**config.mk**
```make
export PLATFORM = sky130hd
export DESIGN_NAME = am_inserter_flat
export DESIGN_NICKNAME = d
export VERILOG_FILES = /design/src/rtl/am_inserter_if.sv /design/src/rtl/am_inserter.sv /design/src/flat_wrapper.sv
export SDC_FILE = /design/constraint.sdc
export NUM_CORES = 1
export LEC_CHECK = 0
export ABC_AREA = 1
export ABC_CLOCK_PERIOD_IN_PS = 3200
export BUFFER_PORTS_ARGS = -buffer_cell sky130_fd_sc_hd__buf_2
export CORE_ASPECT_RATIO = 1.5
export CORE_MARGIN = 5
export CORE_UTILIZATION = 56
export DETAILED_ROUTE_END_ITERATION = 8
export GPL_TIMING_DRIVEN = 0
export PLACE_DENSITY_LB_ADDON = 0.2
export SYNTH_ARGS = -nofsm -noshare
export SYNTH_HDL_FRONTEND = slang
export SYNTH_SLANG_ARGS = --single-unit
```
**constraint.sdc**
```tcl
create_clock -name fullclk -period 3.2 [get_ports fullclk]
set_input_delay 0.16 -clock fullclk [delete_from_list [all_inputs] [get_ports fullclk]]
set_output_delay 0.16 -clock fullclk [all_outputs]
set_load 0.02 [all_outputs]
```
**src/rtl/am_inserter_if.sv**
```systemverilog
`default_nettype none
// ============================================================================
// Module      : am_inserter_if
// Description : Block stream and sideband bundle for the alignment-marker inserter.
// Revision    : 1.0
// ============================================================================
interface am_inserter_if;
    logic [65:0] in_data;
    logic        in_valid;
    logic        in_ready;
    logic        corrupt_am;
    logic [65:0] out_data;
    logic        out_valid;
    logic        out_isam;
    logic [2:0]  out_am_seq;
    logic        fec_frame_start;
    logic        out_corrupt;

    // master: the upstream source / lane consumer; slave: the inserter itself
    modport master (
        output in_data, in_valid, corrupt_am,
        input  in_ready, out_data, out_valid, out_isam, out_am_seq,
               fec_frame_start, out_corrupt
    );

    modport slave (
        input  in_data, in_valid, corrupt_am,
        output in_ready, out_data, out_valid, out_isam, out_am_seq,
               fec_frame_start, out_corrupt
    );
endinterface
`default_nettype wire

```
**src/rtl/am_inserter.sv**
```systemverilog
`default_nettype none
// ============================================================================
// Module      : am_inserter
// Description : 25G lane TX alignment-marker inserter with running BIP and FEC frame flags.
// Revision    : 1.0
// ============================================================================
module am_inserter #(
    parameter int AM_PERIOD        = 16384,
    parameter int FEC_FRAME_BLOCKS = 20
) (
    input  wire logic    fullclk,
    input  wire logic    rst_n,
    am_inserter_if.slave bus
);
    localparam int c_SLOT_W = (AM_PERIOD > 1) ? $clog2(AM_PERIOD) : 1;
    localparam int c_FEC_W  = (FEC_FRAME_BLOCKS > 1) ? $clog2(FEC_FRAME_BLOCKS) : 1;
    localparam logic [c_SLOT_W-1:0] c_SLOT_LAST = c_SLOT_W'(AM_PERIOD - 1);
    localparam logic [c_FEC_W-1:0]  c_FEC_LAST  = c_FEC_W'(FEC_FRAME_BLOCKS - 1);
    localparam logic [65:0]         c_IDLE      = {56'h0, 8'h1E, 2'b10};

    logic [c_SLOT_W-1:0] r_slot;
    logic [c_FEC_W-1:0]  r_fec;
    logic [7:0]          r_bip;
    logic [2:0]          r_am_seq;
    logic                r_corrupt_pend;

    logic [65:0]         r_out_data;
    logic                r_out_valid;
    logic                r_out_isam;
    logic [2:0]          r_out_am_seq;
    logic                r_fec_start;
    logic                r_out_corrupt;

    logic                w_is_am;
    logic                w_corrupt;
    logic [65:0]         w_block;
    logic [7:0]          w_block_xor;

    always_comb begin
        w_is_am     = (r_slot == '0);
        // a request arriving on the AM cycle itself still corrupts that AM
        w_corrupt   = r_corrupt_pend | bus.corrupt_am;
        w_block     = c_IDLE;
        w_block_xor = '0;
        if (w_is_am) begin
            w_block = {~r_bip, 8'hDE, 8'h97, 8'h3E, r_bip, 8'h21, 8'h68,
                       (w_corrupt ? 8'h3E : 8'hC1), 2'b10};
        end else if (bus.in_valid) begin
            w_block = bus.in_data;
        end
        for (int k = 0; k < 8; k++) begin
            w_block_xor = w_block_xor ^ w_block[2 + 8*k +: 8];
        end
    end

    // the FEC counter runs alongside the slot counter; AM_PERIOD being a
    // multiple of FEC_FRAME_BLOCKS keeps both at zero together on AM slots
    always_ff @(posedge fullclk) begin
        if (!rst_n) begin
            r_slot         <= '0;
            r_fec          <= '0;
            r_bip          <= '0;
            r_am_seq       <= '0;
            r_corrupt_pend <= 1'b0;
            r_out_data     <= '0;
            r_out_valid    <= 1'b0;
            r_out_isam     <= 1'b0;
            r_out_am_seq   <= '0;
            r_fec_start    <= 1'b0;
            r_out_corrupt  <= 1'b0;
        end else begin
            r_slot        <= (r_slot == c_SLOT_LAST) ? '0 : r_slot + c_SLOT_W'(1);
            r_fec         <= (r_fec == c_FEC_LAST) ? '0 : r_fec + c_FEC_W'(1);
            r_out_data    <= w_block;
            r_out_valid   <= 1'b1;
            r_out_isam    <= w_is_am;
            r_out_am_seq  <= w_is_am ? r_am_seq : 3'd0;
            r_fec_start   <= (r_fec == '0);
            r_out_corrupt <= w_is_am & w_corrupt;
            if (w_is_am) begin
                r_bip          <= '0;
                r_am_seq       <= r_am_seq + 3'd1;
                r_corrupt_pend <= 1'b0;
            end else begin
                r_bip <= r_bip ^ w_block_xor;
                if (bus.corrupt_am) begin
                    r_corrupt_pend <= 1'b1;
                end
            end
        end
    end

    assign bus.in_ready        = rst_n & ~w_is_am;
    assign bus.out_data        = r_out_data;
    assign bus.out_valid       = r_out_valid;
    assign bus.out_isam        = r_out_isam;
    assign bus.out_am_seq      = r_out_am_seq;
    assign bus.fec_frame_start = r_fec_start;
    assign bus.out_corrupt     = r_out_corrupt;
endmodule
`default_nettype wire

```
**src/flat_wrapper.sv**
```systemverilog
// flat-port wrapper written by rule: the top's interface ports become plain ports
module am_inserter_flat 
#(
    parameter int AM_PERIOD        = 16384,
    parameter int FEC_FRAME_BLOCKS = 20
)
  (fullclk, rst_n, bus_in_data, bus_in_valid, bus_corrupt_am, bus_in_ready, bus_out_data, bus_out_valid, bus_out_isam, bus_out_am_seq, bus_fec_frame_start, bus_out_corrupt);
  am_inserter_if bus_i ();
  input  wire logic fullclk;
  input  wire logic rst_n;
  input wire logic [$bits(bus_i.in_data)-1:0] bus_in_data;
  input wire logic [$bits(bus_i.in_valid)-1:0] bus_in_valid;
  input wire logic [$bits(bus_i.corrupt_am)-1:0] bus_corrupt_am;
  output wire logic [$bits(bus_i.in_ready)-1:0] bus_in_ready;
  output wire logic [$bits(bus_i.out_data)-1:0] bus_out_data;
  output wire logic [$bits(bus_i.out_valid)-1:0] bus_out_valid;
  output wire logic [$bits(bus_i.out_isam)-1:0] bus_out_isam;
  output wire logic [$bits(bus_i.out_am_seq)-1:0] bus_out_am_seq;
  output wire logic [$bits(bus_i.fec_frame_start)-1:0] bus_fec_frame_start;
  output wire logic [$bits(bus_i.out_corrupt)-1:0] bus_out_corrupt;
  assign bus_i.in_data = bus_in_data;
  assign bus_i.in_valid = bus_in_valid;
  assign bus_i.corrupt_am = bus_corrupt_am;
  assign bus_in_ready = bus_i.in_ready;
  assign bus_out_data = bus_i.out_data;
  assign bus_out_valid = bus_i.out_valid;
  assign bus_out_isam = bus_i.out_isam;
  assign bus_out_am_seq = bus_i.out_am_seq;
  assign bus_fec_frame_start = bus_i.fec_frame_start;
  assign bus_out_corrupt = bus_i.out_corrupt;
  am_inserter #(.AM_PERIOD(AM_PERIOD), .FEC_FRAME_BLOCKS(FEC_FRAME_BLOCKS)) u_core (.fullclk(fullclk), .rst_n(rst_n), .bus(bus_i));
endmodule
```
==> results.sh <==
export IMPL_met1_usage_pct=28.3
export IMPL_reg2reg_slack_ns=0.85
export IMPL_drc=0
export IMPL_power_mw=3.48
export IMPL_clkSlewWorstSetupHoldPaths_ns=0.06
export IMPL_yosys_warnings=0
export IMPL_setup_viol=0
export IMPL_final_cells=993
export IMPL_min_period_over_period_pct=79.5
export IMPL_gp_congestion=0.875
export IMPL_fin_skew_ns=0.00432
export IMPL_holdPathStages=3
export IMPL_antenna_cells=0
export IMPL_synthMuxAreaShare_pct=0
export IMPL_syn_cell_area_sq_um=4930
export IMPL_postCtsHoldBufs=1
export IMPL_tightest_slew_ns=0.903
export IMPL_die_area_sq_um=10800
export IMPL_synth_cells=723
export IMPL_postCtsSetupRepairBufs=0
export IMPL_ant_nets=0
export IMPL_path_max_fanout=9
export IMPL_htreeDepth=3
export IMPL_grt_pass1_wl_microns=23700
export IMPL_r2r_start="u_core.r_slot[0]"
export IMPL_finalHoldViolations=0
export IMPL_dp_cells=976
export IMPL_final_max_slew_viol_count=0
export IMPL_maxSlewHeadroom_pct=39.6
export IMPL_synth_compound_area_share_pct=5.66
export IMPL_clkPwrFrac_pct=30.3
export IMPL_max_freq_ghz=0.393
export IMPL_synth_fa_ha_area_share_pct=1.27
export IMPL_vias=5284
export IMPL_wl_per_cell_microns=15.4
export IMPL_ctsLongestPathBuffers=2
export IMPL_port_buffers=143
export IMPL_met2_usage_pct=50.2
export IMPL_fin_crit_ns=2.54
export IMPL_cap_viol_max_count=0
export IMPL_overflow=0
export IMPL_power_share_combinational_pct=28.1
export IMPL_wirelength_microns=15300
export IMPL_cts_buffers=9
export IMPL_arrival_ns=2.38
export IMPL_ctsResizeCount=0
export IMPL_p_seq_share_pct=41.7
export IMPL_synth_top_family_by_area="simple AND/OR/NAND/NOR gates"
export IMPL_root_buffer="clkbuf_16"
export IMPL_area_delta_synth_final_pct=23.3
export IMPL_synthSimpleGateAreaFrac_pct=39.3
export IMPL_grt_pass1_vias=5164
export IMPL_cts_tree="done"
export IMPL_clk_latency_ns=0.35
export IMPL_drive_gt1_share_pct=24.3
export IMPL_startpoint_type="primary input"
export IMPL_dr_pass1_iters=6
export IMPL_hp_class="in -> reg"
export IMPL_p_sw_mw=1.16
export IMPL_postSynthNetCount=798
export IMPL_via_per_inst=5.32
export IMPL_worst_hold_path_endpoint="u_core.bus.out_data[1]"
export IMPL_grt_max_degree=16
export IMPL_rsz0062_at_grt="no"
export IMPL_die_height_microns=125
export IMPL_ys_types=38
export IMPL_avgSynthCellArea_sq_um=6.82
export IMPL_power_density_nw_per_um2=571
export IMPL_grt_use_met3_pct=5.27
export IMPL_cp_required_ns=3.04
export IMPL_chipWidth_microns=86.6
export IMPL_synth_ff_latch_count=104
export IMPL_core_sq_um=8720
export IMPL_ys_seq_area_share_pct=42.2
export IMPL_intPower_mw=2.32
export IMPL_final_nets=953
export IMPL_switching_share_pct=33.3
export IMPL_hpwlAfterDp_microns=11700
export IMPL_dr_first_iter_drc_count=353
export IMPL_p_leak_nw=3.33
export IMPL_worstRegToRegCells=9
export IMPL_busiest_layer="met2"
export IMPL_r2r_end="u_core.r_am_seq[1]"
export IMPL_track_usage_pct=28.1
export IMPL_synthXorXnorAreaFrac_pct=1.78
export IMPL_tns_ns=0
export IMPL_outcome="finished clean"
export IMPL_initial_utilization_pct=56.6
export IMPL_antenna_found_initial=0
export IMPL_ios=144
export IMPL_cts_num_sinks=104
export IMPL_path_class="in -> out"
export IMPL_peakVddDrop_mv=0.331
export IMPL_setup_worst_path_end_class="output pin"
export IMPL_num_rows=42
export IMPL_min_from="bus_in_data[1]"
-- synth_stat cells (all sizes together) --
| cell | n | area, sq um |
|---|---|---|
| a21oi | 33 | 165 |
| and2 | 1 | 6.26 |
| and3 | 2 | 12.5 |
| buf | 14 | 115 |
| clkbuf | 10 | 37.5 |
| clkinv | 1 | 3.75 |
| dfxtp | 104 | 2080 |
| ha | 5 | 62.6 |
| inv | 87 | 329 |
| nand2 | 233 | 921 |
| nand3 | 71 | 375 |
| nand3b | 3 | 22.5 |
| nand4 | 12 | 87.6 |
| nor2 | 103 | 407 |
| nor3 | 5 | 40.0 |
| nor3b | 2 | 15.0 |
| o211ai | 2 | 15.0 |
| o21ai | 16 | 91.3 |
| o21bai | 1 | 7.51 |
| or2 | 8 | 50.1 |
| xnor2 | 3 | 26.3 |
| xor2 | 7 | 61.3 |
-- layout by cell type (no fill, tap or decap), types with 3 or more instances in the layout --
cell | Yosys | layout
nand2_1 | 222 | 222
buf_2 | 5 | 148
dfxtp_1 | 104 | 104
nor2_1 | 99 | 99
inv_1 | 76 | 76
nand3_1 | 67 | 67
a21oi_1 | 33 | 33
clkbuf_1 | 10 | 12
inv_2 | 10 | 10
o21ai_0 | 10 | 10
nand4_1 | 10 | 10
nand2_2 | 9 | 9
clkbuf_16 | 0 | 9
buf_6 | 7 | 7
or2_2 | 7 | 7
xor2_1 | 7 | 7
ha_1 | 5 | 5
nand3_2 | 4 | 4
o21ai_2 | 3 | 3
o21ai_1 | 3 | 3
nand3b_1 | 3 | 3
xnor2_1 | 3 | 3
nor3_2 | 3 | 3
clkbuf_8 | 0 | 3
-- how the worst max path moves through the flow --
stage / start / to / slack (ns) / depth (start not counted)
floorplan: u_core.r_slot[0] / u_core.r_am_seq[1] / 1.46 / 9
CTS: rst_n / bus_in_ready / 0.72 / 6
global placement: u_core.r_slot[0] / u_core.r_am_seq[1] / 1.04 / 9
global route: rst_n / bus_in_ready / 0.55 / 6
finish: rst_n / bus_in_ready / 0.66 / 6
detailed placement: u_core.r_slot[0] / u_core.r_am_seq[1] / 0.99 / 9
-- state kept, by name, indices dropped and copies added (netlist names) --
signal                      count
u_core.r_slot                  14
u_core.r_am_seq                 3
u_core.bus.out_data            66
u_core.bus.out_valid            1
u_core.r_bip                    8
u_core.bus.out_am_seq           3
u_core.bus.out_isam             1
u_core.bus.out_corrupt          1
u_core.r_fec                    5
u_core.bus.fec_frame_start      1
u_core.r_corrupt_pend           1
-- per-stage QoR --
| step | util (%) | hold slack, ns | instance area, sq um | worst slack [ns] |
|---|---|---|---|---|
| finish | 69.7 | 0.0300 | 6080 | 0.656 |
| global route | 69.7 | 0.0672 | 6080 | 0.549 |
| CTS | 69.7 | 0.0272 | 6080 | 0.720 |
| detailed placement | 66.3 | 0.278 | 5790 | 0.987 |
| global placement | 66.3 | 0.276 | 5790 | 1.04 |
| floorplan | - | 0.188 | 4930 | 1.46 |
-- power groups by stage --
stage,combinational [mW],sequential [mW],clock (mW)
after global routing,1.08,1.46,1.13
after global placement,0.925,1.47,0
after CTS,0.964,1.45,1.06
after detailed placement,0.953,1.48,0
final,0.976,1.45,1.05
after floorplan,0.565,1.57,0
-- worst max-delay path: stages --
cell and delay, ns:
dlygate4sd3_1 0.52, buf_2 0.10, clkbuf_1 0.42, inv_2 0.15, nor2_1 0.73, buf_2 0.31
-- routing by layer --
layer	wire length, microns	vias to the layer above	share of wire (%)
met1	5200	2387	34
li1	-	2563	-
met3	1360	63	8.9
met5	0	-	0
met2	7870	271	51
met4	859	0	5.6
-- cell type report --
| type | instances | area (sq um) |
|---|---|---|
| fill | 783 | 2640 |
| multi-input combinational | 507 | 2370 |
| sequential | 104 | 2080 |
| timing repair buffer | 144 | 726 |
| inverter | 88 | 333 |
| clock buffer | 14 | 274 |
| buffer | 24 | 153 |
| tap | 110 | 138 |
| clock inverter | 2 | 12.5 |
-- logic make-up (layout without fill, tap and decap cells) --
family,Yosys count,after routing
adders and majority gates,5,5
AOI/OAI and AO/OA,52,52
buffers and inverters,112,272
DFF,104,104
xor gates and xnor gates,10,10
and+or+nand+nor,440,440
(Power assumes the default switching activity.)
